--- src/rtl/imm_ext_pkg.sv ---
// Shared op-codes, instruction field positions and helpers for the immediate extension pipe.
package imm_ext_pkg;

    localparam logic [2:0] OP_I      = 3'b000;
    localparam logic [2:0] OP_D      = 3'b001;
    localparam logic [2:0] OP_CB     = 3'b010;
    localparam logic [2:0] OP_B      = 3'b011;
    localparam logic [2:0] OP_MOVZ   = 3'b100;
    localparam logic [2:0] OP_MOVK   = 3'b101;
    localparam logic [2:0] OP_MOVN   = 3'b110;
    localparam logic [2:0] OP_ILSL12 = 3'b111;

    localparam int IMMI_LSB  = 10;
    localparam int IMMI_MSB  = 21;
    localparam int IMMD_LSB  = 12;
    localparam int IMMD_MSB  = 20;
    localparam int IMMCB_LSB = 5;
    localparam int IMMCB_MSB = 23;
    localparam int IMMB_LSB  = 0;
    localparam int IMMB_MSB  = 25;
    localparam int IMM16_LSB = 5;
    localparam int IMM16_MSB = 20;
    localparam int HW_LSB    = 21;
    localparam int HW_MSB    = 22;

    function automatic logic is_wide_move(input logic [2:0] op);
        return (op == OP_MOVZ) || (op == OP_MOVK) || (op == OP_MOVN);
    endfunction

endpackage

--- src/rtl/imm_ext_core.sv ---
// Combinational immediate extractor/extender; MOVK/MOVN exist only with IMM_EXT_MOVK_EN defined.
module imm_ext_core
    import imm_ext_pkg::*;
#(
    parameter int DATA_W = 64
) (
    input  logic [2:0]        op,
    input  logic [25:0]       instr,
    input  logic [DATA_W-1:0] old,
    output logic [DATA_W-1:0] imm,
    output logic              illegal
);

    logic [11:0] imm_i;
    logic [8:0]  imm_d;
    logic [18:0] imm_cb;
    logic [25:0] imm_b;
    logic [15:0] imm16;
    logic [1:0]  hw;
    logic [5:0]  shamt;
    logic [63:0] mov_val;
    logic [63:0] res;
    logic        hw_oob;
    logic        bad;

    assign imm_i   = instr[IMMI_MSB:IMMI_LSB];
    assign imm_d   = instr[IMMD_MSB:IMMD_LSB];
    assign imm_cb  = instr[IMMCB_MSB:IMMCB_LSB];
    assign imm_b   = instr[IMMB_MSB:IMMB_LSB];
    assign imm16   = instr[IMM16_MSB:IMM16_LSB];
    assign hw      = instr[HW_MSB:HW_LSB];
    assign shamt   = {hw, 4'b0000};
    assign mov_val = 64'(imm16) << shamt;
    // A halfword slot beyond the datapath cannot be written, so the move is rejected.
    assign hw_oob  = (32'(hw) * 32'd16) >= 32'(DATA_W);

`ifdef IMM_EXT_MOVK_EN
    logic [63:0] old64;
    logic [63:0] hw_mask;
    assign old64   = 64'(old);
    assign hw_mask = 64'h0000_0000_0000_FFFF << shamt;
`else
    logic unused_old;
    assign unused_old = ^old;
`endif

    // NOTE: every combinational output gets a default first so no path can infer a latch.
    always_comb begin
        res = '0;
        bad = 1'b0;
        case (op)
            OP_I:      res = {52'b0, imm_i};
            OP_ILSL12: res = {40'b0, imm_i, 12'b0};
            OP_D:      res = {{55{imm_d[8]}}, imm_d};
            OP_CB:     res = {{43{imm_cb[18]}}, imm_cb, 2'b00};
            OP_B:      res = {{36{imm_b[25]}}, imm_b, 2'b00};
            OP_MOVZ:   res = mov_val;
`ifdef IMM_EXT_MOVK_EN
            OP_MOVN:   res = ~mov_val;
            OP_MOVK:   res = (old64 & ~hw_mask) | mov_val;
`else
            OP_MOVN:   bad = 1'b1;
            OP_MOVK:   bad = 1'b1;
`endif
            default:   bad = 1'b1;
        endcase
        if (is_wide_move(op) && hw_oob) begin
            bad = 1'b1;
        end
        if (bad) begin
            res = '0;
        end
    end

    assign imm     = res[DATA_W-1:0];
    assign illegal = bad;

endmodule

--- src/rtl/imm_ext_pipe.sv ---
// Two-stage valid/ready pipe around imm_ext_core; IMM_EXT_MOVK_EN adds the in_old stage-1 register.
module imm_ext_pipe
    import imm_ext_pkg::*;
#(
    parameter int DATA_W = 64
) (
    input  logic              CLK,
    input  logic              Reset,
    input  logic              in_valid,
    output logic              in_ready,
    input  logic [25:0]       in_instr,
    input  logic [2:0]        in_op,
    input  logic [DATA_W-1:0] in_old,
    output logic              out_valid,
    input  logic              out_ready,
    output logic [DATA_W-1:0] out_imm,
    output logic              out_illegal
);

    logic              s1_valid;
    logic [25:0]       s1_instr;
    logic [2:0]        s1_op;
    logic [DATA_W-1:0] core_old;
    logic [DATA_W-1:0] core_imm;
    logic              core_illegal;
    logic              s2_valid;
    logic [DATA_W-1:0] s2_imm;
    logic              s2_illegal;
    logic              s1_advance;

    // Stage 1 moves whenever stage 2 is empty or being drained, so bubbles collapse.
    assign s1_advance = !s2_valid || out_ready;
    assign in_ready   = !s1_valid || s1_advance;

    // NOTE: sequential state uses non-blocking assignments so every register samples pre-edge values.
    always_ff @(posedge CLK) begin
        if (Reset) begin
            s1_valid <= 1'b0;
        end else if (in_ready) begin
            s1_valid <= in_valid;
        end
    end

    // NOTE: payload registers carry no reset; they are only consumed while s1_valid is set.
    always_ff @(posedge CLK) begin
        if (in_valid && in_ready) begin
            s1_instr <= in_instr;
            s1_op    <= in_op;
        end
    end

`ifdef IMM_EXT_MOVK_EN
    logic [DATA_W-1:0] s1_old;
    always_ff @(posedge CLK) begin
        if (in_valid && in_ready) begin
            s1_old <= in_old;
        end
    end
    assign core_old = s1_old;
`else
    logic unused_in_old;
    assign unused_in_old = ^in_old;
    assign core_old      = '0;
`endif

    imm_ext_core #(
        .DATA_W (DATA_W)
    ) u_core (
        .op      (s1_op),
        .instr   (s1_instr),
        .old     (core_old),
        .imm     (core_imm),
        .illegal (core_illegal)
    );

    always_ff @(posedge CLK) begin
        if (Reset) begin
            s2_valid   <= 1'b0;
            s2_imm     <= '0;
            s2_illegal <= 1'b0;
        end else if (s1_advance) begin
            s2_valid <= s1_valid;
            if (s1_valid) begin
                s2_imm     <= core_imm;
                s2_illegal <= core_illegal;
            end
        end
    end

    assign out_valid   = s2_valid;
    assign out_imm     = s2_imm;
    assign out_illegal = s2_illegal;

endmodule

--- config.mk ---
export PLATFORM = sky130hd
export DESIGN_NAME = imm_ext_pipe
export DESIGN_NICKNAME = d
export VERILOG_FILES = /design/src/rtl/imm_ext_pkg.sv /design/src/rtl/imm_ext_core.sv /design/src/rtl/imm_ext_pipe.sv
export SDC_FILE = /design/constraint.sdc
export NUM_CORES = 1
export LEC_CHECK = 0
export BUFFER_PORTS_ARGS = -buffer_cell sky130_fd_sc_hd__buf_2
export CAP_MARGIN = 20
export CORE_UTILIZATION = 49
export DETAILED_ROUTE_END_ITERATION = 8
export GPL_TIMING_DRIVEN = 0
export PLACE_DENSITY = 0.77
export RECOVER_POWER = 25
export SLEW_MARGIN = 20
export SYNTH_ARGS = -nofsm -noshare
export SYNTH_HDL_FRONTEND = slang
export SYNTH_SLANG_ARGS = --single-unit
--- constraint.sdc ---
create_clock -name CLK -period 2 [get_ports CLK]
set_input_delay 0.2 -clock CLK [delete_from_list [all_inputs] [get_ports CLK]]
set_output_delay 0.2 -clock CLK [all_outputs]
set_load 0.02 [all_outputs]
# Word level (Yosys, flattened, before mapping)
# Cells that the tools add are included.
[totals]
register_bits = 96
output_inout_bits = 67
word_cells = 30
[op_classes]
eq_ne = 7
muxes = 4
shift = 1
n_reduce_logical = 11
magnitude_cmp = 1
[ops]
columns = ["cell", "n"]
rows = [
  ["$pmux 64 s6", 1],
  ["$mux 64", 1],
  ["$shl 16x6->64", 1],
  ["$eq 3x3->1 const B", 4],
  ["$ge 6x7->1 const B", 1],
  ["$eq 3x2->1 const B", 2],
  ["$logic_or 1x1->1", 4],
  ["$eq 3x1->1 const B", 1],
  ["$logic_not 3->1", 1],
  ["$logic_and 1x1->1", 2],
  ["$logic_not 1->1", 2],
  ["$mux 1", 2],
  ["$reduce_and 2->1", 1],
  ["$reduce_or 2->1", 1],
]

# Longest topological paths before layout
# Gate-level depths: netlist of the first run.
[logic_depth]
ltp_word = 6
mapped_depth = 7
ltp_nobuf = 4

# Modules after synthesis
# From an unflattened synthesis of the first run, not the netlist that was laid out.
[unflattened]
hier_cells = 467
hier_area_um2 = 5134.9
[modules_own_cells]
columns = ["module", "area_each_um2", "seq_area_each_um2", "n_inst", "cells_each"]
rows = [
  ["imm_ext_pipe", 3877.5, 2212.1, 1, 321],
  ["imm_ext_core", 1257.5, 0.0, 1, 146],
]

# Worst setup path before layout of the first run
# No wires, ideal clock.
[synth_timing]
path_type = "reg-to-reg"
startpoint = "reg s2_valid, in the netlist out_valid"
endpoint = "reg s1_instr[0] (enable)"
slack_ns = 0.070
stages_incl_launch_ff = 4
arrival_ns = 1.541
period_less_slack_ns = 1.930
path_buffers = 0
required_ns = 1.611
setup_time_ns = 0.389
path_cell_list = "dfxtp_1 nor2b_1 nand2_1 and2_1"
[synth_via]
elab_chain_cells = 4
[synth_rtl]
columns = ["item", "line_no", "text"]
rows = [
  ["start, declared", "imm_ext_pipe.sv:26", "logic s2_valid;"],
  ["start signal, assigned", "imm_ext_pipe.sv:82", "s2_valid <= s1_valid;"],
  ["$logic_not 1->1", "imm_ext_pipe.sv:32", "assign s1_advance = !s2_valid || out_ready;"],
  ["$logic_or 1x1->1", "imm_ext_pipe.sv:32", ""],
  ["$logic_or 1x1->1", "imm_ext_pipe.sv:33", "assign in_ready = !s1_valid || s1_advance;"],
  ["named net in_ready", "imm_ext_pipe.sv:10", "output logic in_ready,"],
  ["$logic_and 1x1->1", "imm_ext_pipe.sv:46", "if (in_valid && in_ready) begin"],
  ["end signal, assigned", "imm_ext_pipe.sv:47", "s1_instr <= in_instr;"],
  ["end, declared", "imm_ext_pipe.sv:21", "logic [25:0] s1_instr;"],
]
# The timed path passes the listed nets, and every way through them passes these cells.
# A chain may end at the register's enable or synchronous reset.

# Worst setup path after layout of the first run
[layout_timing]
startpoint = "reg s1_op[1]"
endpoint = "reg s2_imm[42], in the netlist out_imm[42]"
[layout_via]
elab_chain_cells = 6
word_cells_on_any_way = 16
cone_classes = "eq/ne (7); mux (4); reduce/logical (5)"
[layout_rtl]
columns = ["item", "line_no", "text"]
rows = [
  ["start, declared", "imm_ext_pipe.sv:22", "logic [2:0] s1_op;"],
  ["start signal, assigned", "imm_ext_pipe.sv:48", "s1_op <= in_op;"],
  ["$eq 3x3->1", "imm_ext_pkg.sv:27, imm_ext_core.sv:51", ""],
  ["$logic_or 1x1->1 (2 in a row)", "imm_ext_pkg.sv:27", "return (op == OP_MOVZ) || (op == OP_MOVK) || (op == OP_MOVN);"],
  ["$logic_and 1x1->1", "imm_ext_core.sv:67", "if (is_wide_move(op) && hw_oob) begin"],
  ["$mux 1", "imm_ext_core.sv:67", ""],
  ["$mux 64 (*)", "imm_ext_core.sv:70", "if (bad) begin"],
  ["end signal, assigned", "imm_ext_pipe.sv:84", "s2_imm <= core_imm;"],
  ["end, declared", "imm_ext_pipe.sv:27", "logic [DATA_W-1:0] s2_imm;"],
]
# Every way passes the cells marked *; elsewhere a longest branch is shown, timed or not.

==> reports/qor.csv, run 1 <==
stage,metric,value,unit
run_status,status,completed,
synthesis,Compound-Gate Fraction of Synth Area,0.2423,
drt,DR iter-0 viols,329,
drt,via count,3676,
worst_setup_path,path type of the worst setup path,register to register,
place,Final HPWL DP,7.501,mm
worst_setup_path,R2R cell count,6,
cells_and_area,Area Growth Syn to Fin,22.54,%
floorplanning,Die Span Y,93.99,um
worst_setup_path,CP Launch Type,register,
synthesis,"Distinct cells, synth",30,
floorplanning,Core Area,0.008217,mm^2
hold_path,HP Class,input pin to register,
clock_network,clock-pin slew on the worst setup and hold paths,0.09,ns
synthesis,Syn Nets,499,
clock_network,CTS tree,done,
cells_and_area,share of layout cells above drive strength 1,0.2693,
place,gp weighted congestion,0.9201,
sta,setup TNS,0,ns
synthesis,Mapped Avg Cell Area,10.31,um^2
cells_and_area,nets@finish,623,
worst_setup_path,WP buf/inv,2,
synthesis,Synth Area in XOR/XNOR,0.002112,
synthesis,adder-cell share of the synthesized area,0,
worst_setup_path,top cell family by delay on the critical path,simple AND/OR/NAND/NOR gates,
worst_setup_path,required time worst endpoint,2.29,ns
grt,largest net degree at the start of global routing,30,
synthesis,largest family of logic cells by synthesized area,compound AO/OA/AOI/OAI gates,
floorplanning,Die Wd,93.99,um
synthesis,synth warn,0,
sta,Max Freq,0.5309,GHz
floorplanning,Site Rows,33,
worst_setup_path,critical path depth,6,
clock_network,CTS Sinks,96,
synthesis,mux share of post-synthesis cell area,0.07363,
worst_setup_path,worst-path cell chain,"buf_6, nor4bb_2, and2_2, buf_2, a22oi_1, o21ai_0",
sta,fin. max-slew vios,0,
sta,clk_skew,0.01217,ns
drt,DR pass1 iterations,6,
floorplanning,# IOs,164,
sta,# setup viols final,0,
grt,gr usage total,0.2531,
drt,WL/cell,16.93,um
cells_and_area,"commonest non-fill, non-tap cell in the layout",buf_2,
floorplanning,die area,0.008834,mm^2
synthesis,register bit total from synthesis,96,
worst_setup_path,CP Capture Type,register,
grt,first-pass GRT wire length,16.68,mm
grt,number of global-route vias before repair,3285,
sta,final hold slack,0.008041,ns
sta,worst-margin pin slew,0.7952,ns
pwr,leak pwr,1.957,nW
cells_and_area,most frequent cells in the layout,"92 x buf_2, 67 x dfxtp_1, 65 x nand2_1",
flow_run,max cap viols,0,
sta,RSZ-0062 raised after global routing,false,
synthesis,simple-gate portion of the synthesized area,0.1005,
pwr,worst vdd ir,0.0003976,V
pwr,Pwr Density,753.5,mW/mm^2
worst_setup_path,CP arrival,2.17,ns
worst_setup_path,max incr delay on CP,0.40,ns
place,IO buf count,99,
hold_path,Hold Path Depth,1,
clock_network,Root Driver,clkbuf_8,
clock_network,clk buf depth,2,
sta,Final Hold Vio Count,0,
clock_network,CTS buffer count,9,
worst_setup_path,CP Max Fanout,10,
clock_network,insertion delay to the later sink of the worst-skew pair,0.37,ns
synthesis,sequential fraction of the synthesis area,0.5335,
grt,grt ovf,0,
drt,DRC,0,
drt,Vias/cell,5.780,
sta,post-route minimum period,1.884,ns
sta,period utilization,0.9418,
drt,final wirelength,10.77,mm
clock_network,htree depth,3,
synthesis,Syn Inst Count,402,
sta,Slew Limit Headroom,0.4698,
synthesis,Post-Syn Area,0.004146,mm^2
floorplanning,initial core utilization,0.5046,
drt,"antenna viol nets, final",0,
grt,antenna violations before repair,0,
worst_setup_path,CP max-delay cell,nor4bb_2,
cells_and_area,Antenna diodes,0,
path summary, 6_finish.rpt:
check | startpoint | endpoint | slack (ns)
worst max-delay path | s1_op[1]$_DFFE_PP_ | out_imm[42]$_SDFFE_PP0P_ | 0.12
worst max register to register | s1_op[1]$_DFFE_PP_ | out_imm[42]$_SDFFE_PP0P_ | 0.12
worst min-delay path | in_op[2] | s1_op[2]$_DFFE_PP_ | 0.008
worst min register to register | out_imm[27]$_SDFFE_PP0P_ | out_imm[27]$_SDFFE_PP0P_ | 0.45
cell usage after synthesis, drive strengths merged:
master / n / area share
a31o: 1 / 0.0021
a21oi: 14 / 0.017
buf: 15 / 0.023
nor2: 11 / 0.014
clkbuf: 25 / 0.023
mux4: 9 / 0.049
o21ai: 54 / 0.065
or4b: 1 / 0.0033
nand2b: 3 / 0.0051
a221oi: 17 / 0.036
dfxtp: 67 / 0.32
a22o: 11 / 0.023
nor4bb: 1 / 0.0024
nand3: 1 / 0.0012
inv: 3 / 0.0027
and2: 3 / 0.0045
edfxtp: 29 / 0.21
mux2i: 9 / 0.025
nor2b: 2 / 0.0030
a211oi: 8 / 0.018
a22oi: 45 / 0.081
nand2: 65 / 0.059
xor2: 1 / 0.0021
nor3: 7 / 0.0084
repair_timing:
item                                    CTS  global route
hold endpoints to repair                  0            10
endpoints found under the setup margin   10            55
pin swaps                                 0             1
resized for setup                         1            18
setup buffers                             0             6
hold buffers                              0            10
area by class of cell:
cell class	instances	area (um^2)
Buffer	38	191.4
Clock buffer	12	135.1
Clock inverter	4	28.78
Fill cell	695	3136
Inverter	3	11.26
Multi-Input combinational cell	263	1753
Sequential cell	96	2212
Tap cell	105	131.4
Timing Repair Buffer	115	618.1
metrics by stage:
step | cell area [um^2] | cells | setup WS, ns | util | power (mW)
CTS | 4940 | 621 | 0.004968 | 0.6012 | 3.798
finish | 5081 | 636 | 0.1165 | 0.6184 | 3.828
detailed placement | 4773 | 606 | -0.08296 | 0.5809 | 2.725
floorplan | 4146 | 402 | 0.07004 | - | 2.545
global route | 5081 | 636 | 0.01806 | 0.6184 | 3.973
global placement | 4773 | 606 | 0.008732 | 0.5809 | 2.713
worst reg2reg max path: cells and delay by family (launching register included):
family | cells | cell delay (ns)
AND/OR/NAND/NOR | 2 | 0.71
AO/OA/AOI/OAI | 2 | 0.32
buffers and inverters | 2 | 0.40
flip-flops | 1 | 0.38
where the power goes:
part / switching, mW / internal (mW)
Sequential: 0.0817 / 2.09
Clock: 0.651 / 0.456
Combinational: 0.320 / 0.233
registers in the layout (all words and copies together) (netlist names):
register and cells:
s1_valid 1, s1_instr 26, out_illegal 1, out_imm 64, s1_op 3, out_valid 1
metal layers:
layer	GRT usage	up-vias	wire length, um
met5	0	-	0
li1	-	1752	-
met3	0.04369	27	898
met2	0.4136	197	5166
met4	0.1064	0	263
met1	0.3312	1700	4438
logic make-up after synthesis:
kind of cell / after synthesis
XOR/XNOR: 1
flip-flops: 96
multiplexers: 18
buffers and inverters: 43
AND/OR/NAND/NOR: 94
AO/OA/AOI/OAI: 150
No activity file was read; power rests on OpenSTA's default activity.
==> run 2, diff against run 1 <==
--- a/config.mk
+++ b/config.mk
@@ -8,6 +8,7 @@
 export BUFFER_PORTS_ARGS = -buffer_cell sky130_fd_sc_hd__buf_2
 export CAP_MARGIN = 20
 export CORE_UTILIZATION = 49
+export CTS_BUF_LIST = sky130_fd_sc_hd__clkbuf_16
 export DETAILED_ROUTE_END_ITERATION = 8
 export GPL_TIMING_DRIVEN = 0
 export PLACE_DENSITY = 0.77
==> run 2 against run 1 <==
Count of clock-buffer cells in the layout is 3 lower; sequential power hardly changed; worst hold slack better by 0.024 ns; non-clock buffer count is 10 lower; largest power group unchanged; sequential share of layout area is 0.054 points lower; routed wire length is 1.4% higher; critical endpoint is now out_imm[12]$_SDFFE_PP0P_; critical path type unchanged; register-to-register slack hardly changed.
==> reports/qor.csv, run 2 (same netlist as run 1, synthesis figures left out) <==
stage,metric,value,unit,change
hold_path,Hold Path Sink,s1_instr[1]$_DFFE_PP_,,
floorplanning,# IOs,164,,unchanged
sta,post-route minimum period,1.878,ns,-0.005823 ns
pwr,Clk pwr share,0.362,,+0.073
worst_setup_path,max incr delay on CP,0.58,ns,+0.18 ns
clock_network,CTS Sinks,96,,unchanged
drt,DR iter-0 viols,286,,-13%
cells_and_area,Area Growth Syn to Fin,22.69,%,
flow_run,max cap viols,0,,unchanged
grt,met1 usage in global routing,0.3321,,+0.0008722
sta,worst-margin pin slew,0.7902,ns,-0.005001 ns
drt,WL/cell,17.44,um,+3.1%
worst_setup_path,CP arrival,2.12,ns,-0.05 ns
worst_setup_path,CP Launch Type,register,,
worst_setup_path,required time worst endpoint,2.24,ns,-0.05 ns
cells_and_area,fillers,699,,+0.58%
clock_network,clock-pin slew on the worst setup and hold paths,0.06,ns,-0.03 ns
grt,first-pass GRT wire length,16.86,mm,+1.1%
cells_and_area,Largest register FFs,64,,unchanged
clock_network,insertion delay to the later sink of the worst-skew pair,0.34,ns,-0.03 ns
pwr,Net Sw Frac,0.2608,,-0.01409
cells_and_area,Reg area,0.002212,mm^2,unchanged
sta,period utilization,0.9388,,-0.002911
drt,final wirelength,10.92,mm,+1.4%
drt,DRC,0,,unchanged
worst_setup_path,worst-path cell chain,"buf_6, or4b_4, nor2_4, buf_6, nand2_1, a211oi_1",,
sta,RSZ-0062 raised after global routing,false,,
clock_network,htree depth,3,,unchanged
grt,antenna violations before repair,0,,unchanged
drt,Vias/cell,5.903,,+2.1%
clock_network,Root Driver,clkbuf_16,,
drt,DR pass1 iterations,5,,-1
clock_network,CTS tree,done,,
sta,clk_skew,0.006843,ns,-0.005324 ns
place,DP Cell Count,606,,unchanged
clock_network,CTS buffer count,9,,unchanged
cells_and_area,share of layout cells above drive strength 1,0.2764,,+0.007088
worst_setup_path,R2R cell count,6,,unchanged
place,Final HPWL DP,7.501,mm,unchanged
hold_path,hold path startpoint,in_instr[1],,
cells_and_area,Layout Cells excl Fill,626,,-1.6%
sta,Slew Limit Headroom,0.4732,,+0.003334
grt,grt met2 use,0.4148,,+0.001217
sta,Final Hold Vio Count,0,,unchanged
cells_and_area,nets@finish,613,,-1.6%
worst_setup_path,path type of the worst setup path,register to register,,
floorplanning,Core Area,0.008217,mm^2,unchanged
worst_setup_path,most frequent CP cell,buf_6,,
cells_and_area,"commonest non-fill, non-tap cell in the layout",buf_2,,
clock_network,clk buf depth,2,,unchanged
grt,number of global-route vias before repair,3325,,+1.2%
place,IO buf count,99,,unchanged
drt,via count,3695,,+0.52%
pwr,Seq pwr share,0.511,,-0.056
worst_setup_path,R2R Setup Slk,0.12,ns,about the same
sta,# setup viols final,0,,unchanged
sta,Max Freq,0.5326,GHz,+0.31%
drt,"antenna viol nets, final",0,,unchanged
pwr,Internal Dissipation,3.141,mW,+13%
grt,grt ovf,0,,unchanged
floorplanning,Die Span Y,93.99,um,unchanged
worst_setup_path,Critical R2R Capture,out_imm[12]$_SDFFE_PP0P_,,
floorplanning,initial core utilization,0.5046,,unchanged
pwr,combinational power share,0.127,,-0.017
run_status,status,completed,,
pwr,worst vdd ir,0.0006235,V,+57%
cells_and_area,Multi-input gate area,0.001758,mm^2,+0.29%
floorplanning,Die Wd,93.99,um,unchanged
floorplanning,die area,0.008834,mm^2,unchanged
sta,setup TNS,0,ns,unchanged
pwr,Sw Pwr,1.108,mW,+5.3%
cells_and_area,Antenna diodes,0,,unchanged
grt,largest net degree at the start of global routing,30,,unchanged
grt,busiest metal layer after global routing,met2,,
hold_path,Hold Path Depth,1,,unchanged
sta,fin. max-slew vios,0,,unchanged
place,gp weighted congestion,0.9201,,unchanged
floorplanning,Site Rows,33,,unchanged
pwr,Pwr Density,835.1,mW/mm^2,+11%
worst_setup_path,CP max-delay cell,or4b_4,,
worst_setup_path,Reg-to-Reg Start,s1_op[1]$_DFFE_PP_,,
cells_and_area,fin util,0.6192,,+0.0007610
clock_network,CTS hold repair buffers,0,,unchanged
grt,gr usage total,0.2553,,+0.002186
grt,GR Util met3,0.04288,,-0.0008091
worst_setup_path,CP Capture Type,register,,
worst_setup_path,CP Max Fanout,10,,unchanged
cells_and_area,most frequent cells in the layout,"92 x buf_2, 67 x dfxtp_1, 65 x nand2_1",,
sta,final hold slack,0.03225,ns,+0.02421 ns
pwr,leak pwr,1.975,nW,+0.92%
hold_path,HP Class,input pin to register,,
==> run 2: cell types whose count changed in the layout (fill, tap and decap cells not counted), sizes merged <==
| cell | previous run | this run |
|---|---|---|
| clkbuf | 54 | 51 |
| dlygate4sd3 | 10 | 0 |
| inv | 4 | 7 |
==> run 2: through the flow <==
stage	setup slack [ns]	power, mW	cell area (um^2)
after global placement	0.008732	2.713	4773
after global routing	0.01509	4.390	5087
final	0.1223	4.249	5087
after floorplan	0.07004	2.545	4146
after detailed placement	-0.08296	2.725	4773
after CTS	0.01689	4.237	5041
==> run 2: worst max-delay path, delay by kind of cell (launching register included) <==
kind	cells	cell delay (ns)
AO/OA/AOI/OAI	1	0.23
buffers and inverters	2	0.33
flip-flops	1	0.37
AND/OR/NAND/NOR	3	0.84
==> run 2: area by class of cell <==
class                           count  area share
Sequential cell                    96      0.4348
Multi-Input combinational cell    263      0.3455
Timing Repair Buffer              105      0.1018
Clock buffer                        9     0.04427
Buffer                             38     0.03763
Tap cell                          105     0.02582
Clock inverter                      7    0.007870
Inverter                            3    0.002213
==> run 2: what timing repair did <==
| item | CTS | global route |
|---|---|---|
| buffers inserted | 0 | 6 |
| endpoints found under the setup margin | 10 | 55 |
| pin swaps | 0 | 1 |
| gates resized for setup | 1 | 19 |
==> run 2: worst max-delay path by stage <==
stage | from | endpoint | cells after the start | slack [ns]
5_1_grt | s1_instr[23]$_DFFE_PP_ | out_imm[49]$_SDFFE_PP0P_ | 6 | 0.02
6_report | s1_op[1]$_DFFE_PP_ | out_imm[12]$_SDFFE_PP0P_ | 6 | 0.12
4_1_cts | s1_op[2]$_DFFE_PP_ | out_imm[3]$_SDFFE_PP0P_ | 6 | 0.02
2_1_floorplan | out_valid$_SDFFE_PP0P_ | s1_instr[0]$_DFFE_PP_ | 3 | 0.07
3_5_place_dp | s1_op[1]$_DFFE_PP_ | out_imm[42]$_SDFFE_PP0P_ | 7 | -0.08
3_3_place_gp | s1_op[1]$_DFFE_PP_ | out_imm[39]$_SDFFE_PP0P_ | 7 | 0.009
==> run 2: layer usage <==
layer  vias up  wire length, um
li1       1730                -
met1      1734             4454
met2       191             5278
met3        40              840
met4         0              347
met5         -                0
==> run 2: power groups by stage <==
| stage | clock network (mW) | registers (mW) | logic [mW] |
|---|---|---|---|
| floorplan | 0 | 2.23 | 0.313 |
| global placement | 0 | 2.21 | 0.504 |
| detailed placement | 0 | 2.21 | 0.514 |
| CTS | 1.55 | 2.17 | 0.517 |
| global route | 1.62 | 2.18 | 0.591 |
| finish | 1.54 | 2.17 | 0.540 |
==> run 3, diff against run 2 <==
--- a/config.mk
+++ b/config.mk
@@ -7,6 +7,7 @@
 export LEC_CHECK = 0
 export BUFFER_PORTS_ARGS = -buffer_cell sky130_fd_sc_hd__buf_2
 export CAP_MARGIN = 20
+export CORE_MARGIN = 4
 export CORE_UTILIZATION = 49
 export CTS_BUF_LIST = sky130_fd_sc_hd__clkbuf_16
 export DETAILED_ROUTE_END_ITERATION = 8
==> constraint.sdc (replaced) <==
create_clock -name CLK -period 1.9 [get_ports CLK]
set_input_delay 0.19 -clock CLK [delete_from_list [all_inputs] [get_ports CLK]]
set_output_delay 0.19 -clock CLK [all_outputs]
set_load 0.02 [all_outputs]
==> run 3 against run 2 <==
First-iteration DRC count is 16% higher; worst hold slack got worse by 0.020 ns; clock power grew 21%; setup slack worse by 0.060 ns; final cell count is 0.16% higher; clock skew up 0.0036 ns; register-to-register slack got worse by 0.06 ns; largest cell class unchanged.
==> reports/qor.csv, run 3 (same netlist as run 1, synthesis figures left out) <==
stage,metric,value,unit,change
pwr,worst vdd ir,0.0006751,V,+8.3%
clock_network,CTS Sinks,96,,unchanged
floorplanning,Die Span Y,99.99,um,+6.4%
floorplanning,Die Wd,99.99,um,+6.4%
sta,period utilization,0.9670,,+0.02818
grt,gr usage total,0.2264,,-0.02896
worst_setup_path,WP buf/inv,2,,unchanged
grt,number of global-route vias before repair,3531,,+6.2%
pwr,leak pwr,2.021,nW,+2.3%
place,Final HPWL DP,7.880,mm,+5.1%
drt,WL/cell,17.96,um,+3.0%
drt,Vias/cell,5.861,,-0.70%
sta,Max Freq,0.5443,GHz,+2.2%
cells_and_area,Area Growth Syn to Fin,25.05,%,
sta,Final Hold Vio Count,0,,unchanged
place,IO buf count,99,,unchanged
drt,final wirelength,11.26,mm,+3.1%
worst_setup_path,R2R Setup Slk,0.06,ns,-0.06 ns
clock_network,CTS hold repair buffers,0,,unchanged
clock_network,clk buf depth,2,,unchanged
cells_and_area,Antenna diodes,0,,unchanged
clock_network,insertion delay to the later sink of the worst-skew pair,0.35,ns,about the same
cells_and_area,nets@finish,614,,+0.16%
worst_setup_path,CP arrival,2.10,ns,-0.02 ns
sta,Slew Limit Headroom,0.5876,,+0.1145
worst_setup_path,CP max-delay cell,or4b_4,,
worst_setup_path,required time worst endpoint,2.16,ns,-0.08 ns
clock_network,CTS tree,done,,
pwr,Pwr Density,911.1,mW/mm^2,+9.1%
floorplanning,# IOs,164,,unchanged
floorplanning,Site Rows,33,,unchanged
place,DP Cell Count,606,,unchanged
worst_setup_path,CP Max Fanout,7,,-3
drt,DRC,0,,unchanged
drt,DR pass1 iterations,5,,unchanged
grt,grt ovf,0,,unchanged
worst_setup_path,worst-path cell chain,"clkbuf_4, or4b_4, nor2_4, buf_6, nand2_1, a211oi_1",,
grt,antenna violations before repair,0,,unchanged
sta,worst setup margin,0.06266,ns,-0.05965 ns
place,gp weighted congestion,0.9245,,+0.48%
cells_and_area,most frequent cells in the layout,"90 x buf_2, 67 x dfxtp_1, 65 x nand2_1",,
hold_path,HP Class,input pin to register,,
cells_and_area,"commonest non-fill, non-tap cell in the layout",buf_2,,
worst_setup_path,CP Capture Type,register,,
worst_setup_path,path type of the worst setup path,register to register,,
clock_network,htree depth,3,,unchanged
cells_and_area,share of layout cells above drive strength 1,0.2989,,+0.02246
sta,clk_skew,0.01046,ns,+0.003620 ns
sta,post-route minimum period,1.837,ns,-0.04035 ns
place,Place WS,-0.1587,ns,-0.07574 ns
clock_network,Root Driver,clkbuf_16,,
flow_run,max cap viols,0,,unchanged
floorplanning,initial core utilization,0.5046,,unchanged
sta,fin. max-slew vios,0,,unchanged
cells_and_area,Largest register FFs,64,,unchanged
drt,"antenna viol nets, final",0,,unchanged
grt,largest net degree at the start of global routing,30,,unchanged
worst_setup_path,CP Launch Type,register,,
worst_setup_path,top cell family by delay on the critical path,simple AND/OR/NAND/NOR gates,,
worst_setup_path,max incr delay on CP,0.57,ns,about the same
sta,worst-margin pin slew,0.6185,ns,-0.1717 ns
clock_network,clock-pin slew on the worst setup and hold paths,0.07,ns,about the same
cells_and_area,fillers,692,,-1.0%
grt,first-pass GRT wire length,17.51,mm,+3.8%
drt,via count,3675,,-0.54%
clock_network,CTS buffer count,9,,unchanged
drt,DR iter-0 viols,333,,+16%
cells_and_area,Layout Cells excl Fill,627,,+0.16%
run_status,status,completed,,
floorplanning,die area,0.009998,mm^2,+13%
floorplanning,Core Area,0.008217,mm^2,unchanged
sta,# setup viols final,0,,unchanged
-- run 3: changes by cell type in the layout (fill, tap and decap cells not counted), sizes merged --
| cell | before | now |
|---|---|---|
| buf | 101 | 102 |
| bufinv | 0 | 1 |
| clkinvlp | 2 | 1 |
-- run 3: stage by stage --
step	instance area, um^2	setup TNS [ns]	hold WS (ns)	utilization	power, mW
CTS	5111	0	0.006476	0.6221	4.716
detailed placement	4775	-3.423	0.3681	0.5811	2.869
global route	5185	-0.02885	0.006001	0.6310	4.892
floorplan	4148	0	0.2889	-	2.678
finish	5185	0	0.01230	0.6310	4.724
global placement	4775	-0.7620	0.3662	0.5811	2.856
-- run 3: report_power, final --
group | switching, mW | total (mW) | internal [mW] | leakage (nW)
Clock | 0.823 | 1.87 | 1.05 | 0.149
Sequential | 0.0905 | 2.29 | 2.20 | 0.826
Combinational | 0.334 | 0.567 | 0.232 | 1.05
-- run 3: worst paths after layout --
check	startpoint	endpoint	cells past startpoint
setup / recovery	s1_op[0]$_DFFE_PP_	out_imm[18]$_SDFFE_PP0P_	6
hold / removal	in_instr[15]	s1_instr[15]$_DFFE_PP_	1
setup reg to reg	s1_op[0]$_DFFE_PP_	out_imm[18]$_SDFFE_PP0P_	6
hold reg to reg	out_imm[22]$_SDFFE_PP0P_	out_imm[22]$_SDFFE_PP0P_	2
-- run 3: timing repair --
| item | in CTS | in global routing |
|---|---|---|
| cloned | 0 | 1 |
| gates resized for setup | 8 | 23 |
| pin swaps | 2 | 4 |
| setup buffers | 2 | 5 |
| setup endpoints to repair | 56 | 60 |
-- run 3: final cells by class --
cell class | count | area (um^2) | area share
Buffer | 37 | 201.4 | 0.03885
Clock buffer | 9 | 225.2 | 0.04344
Clock inverter | 7 | 83.83 | 0.01617
Inverter | 3 | 11.26 | 0.002172
Multi-Input combinational cell | 263 | 1780 | 0.3434
Sequential cell | 96 | 2212 | 0.4266
Tap cell | 105 | 131.4 | 0.02534
Timing Repair Buffer | 107 | 539.3 | 0.1040
-- run 3: per-layer routing --
layer	GRT usage	wire length, um	vias to the layer above
met2	0.3704	5388	197
met4	0.09119	336	0
li1	-	-	1733
met1	0.2932	4559	1708
met3	0.04934	978	37
met5	0	0	-
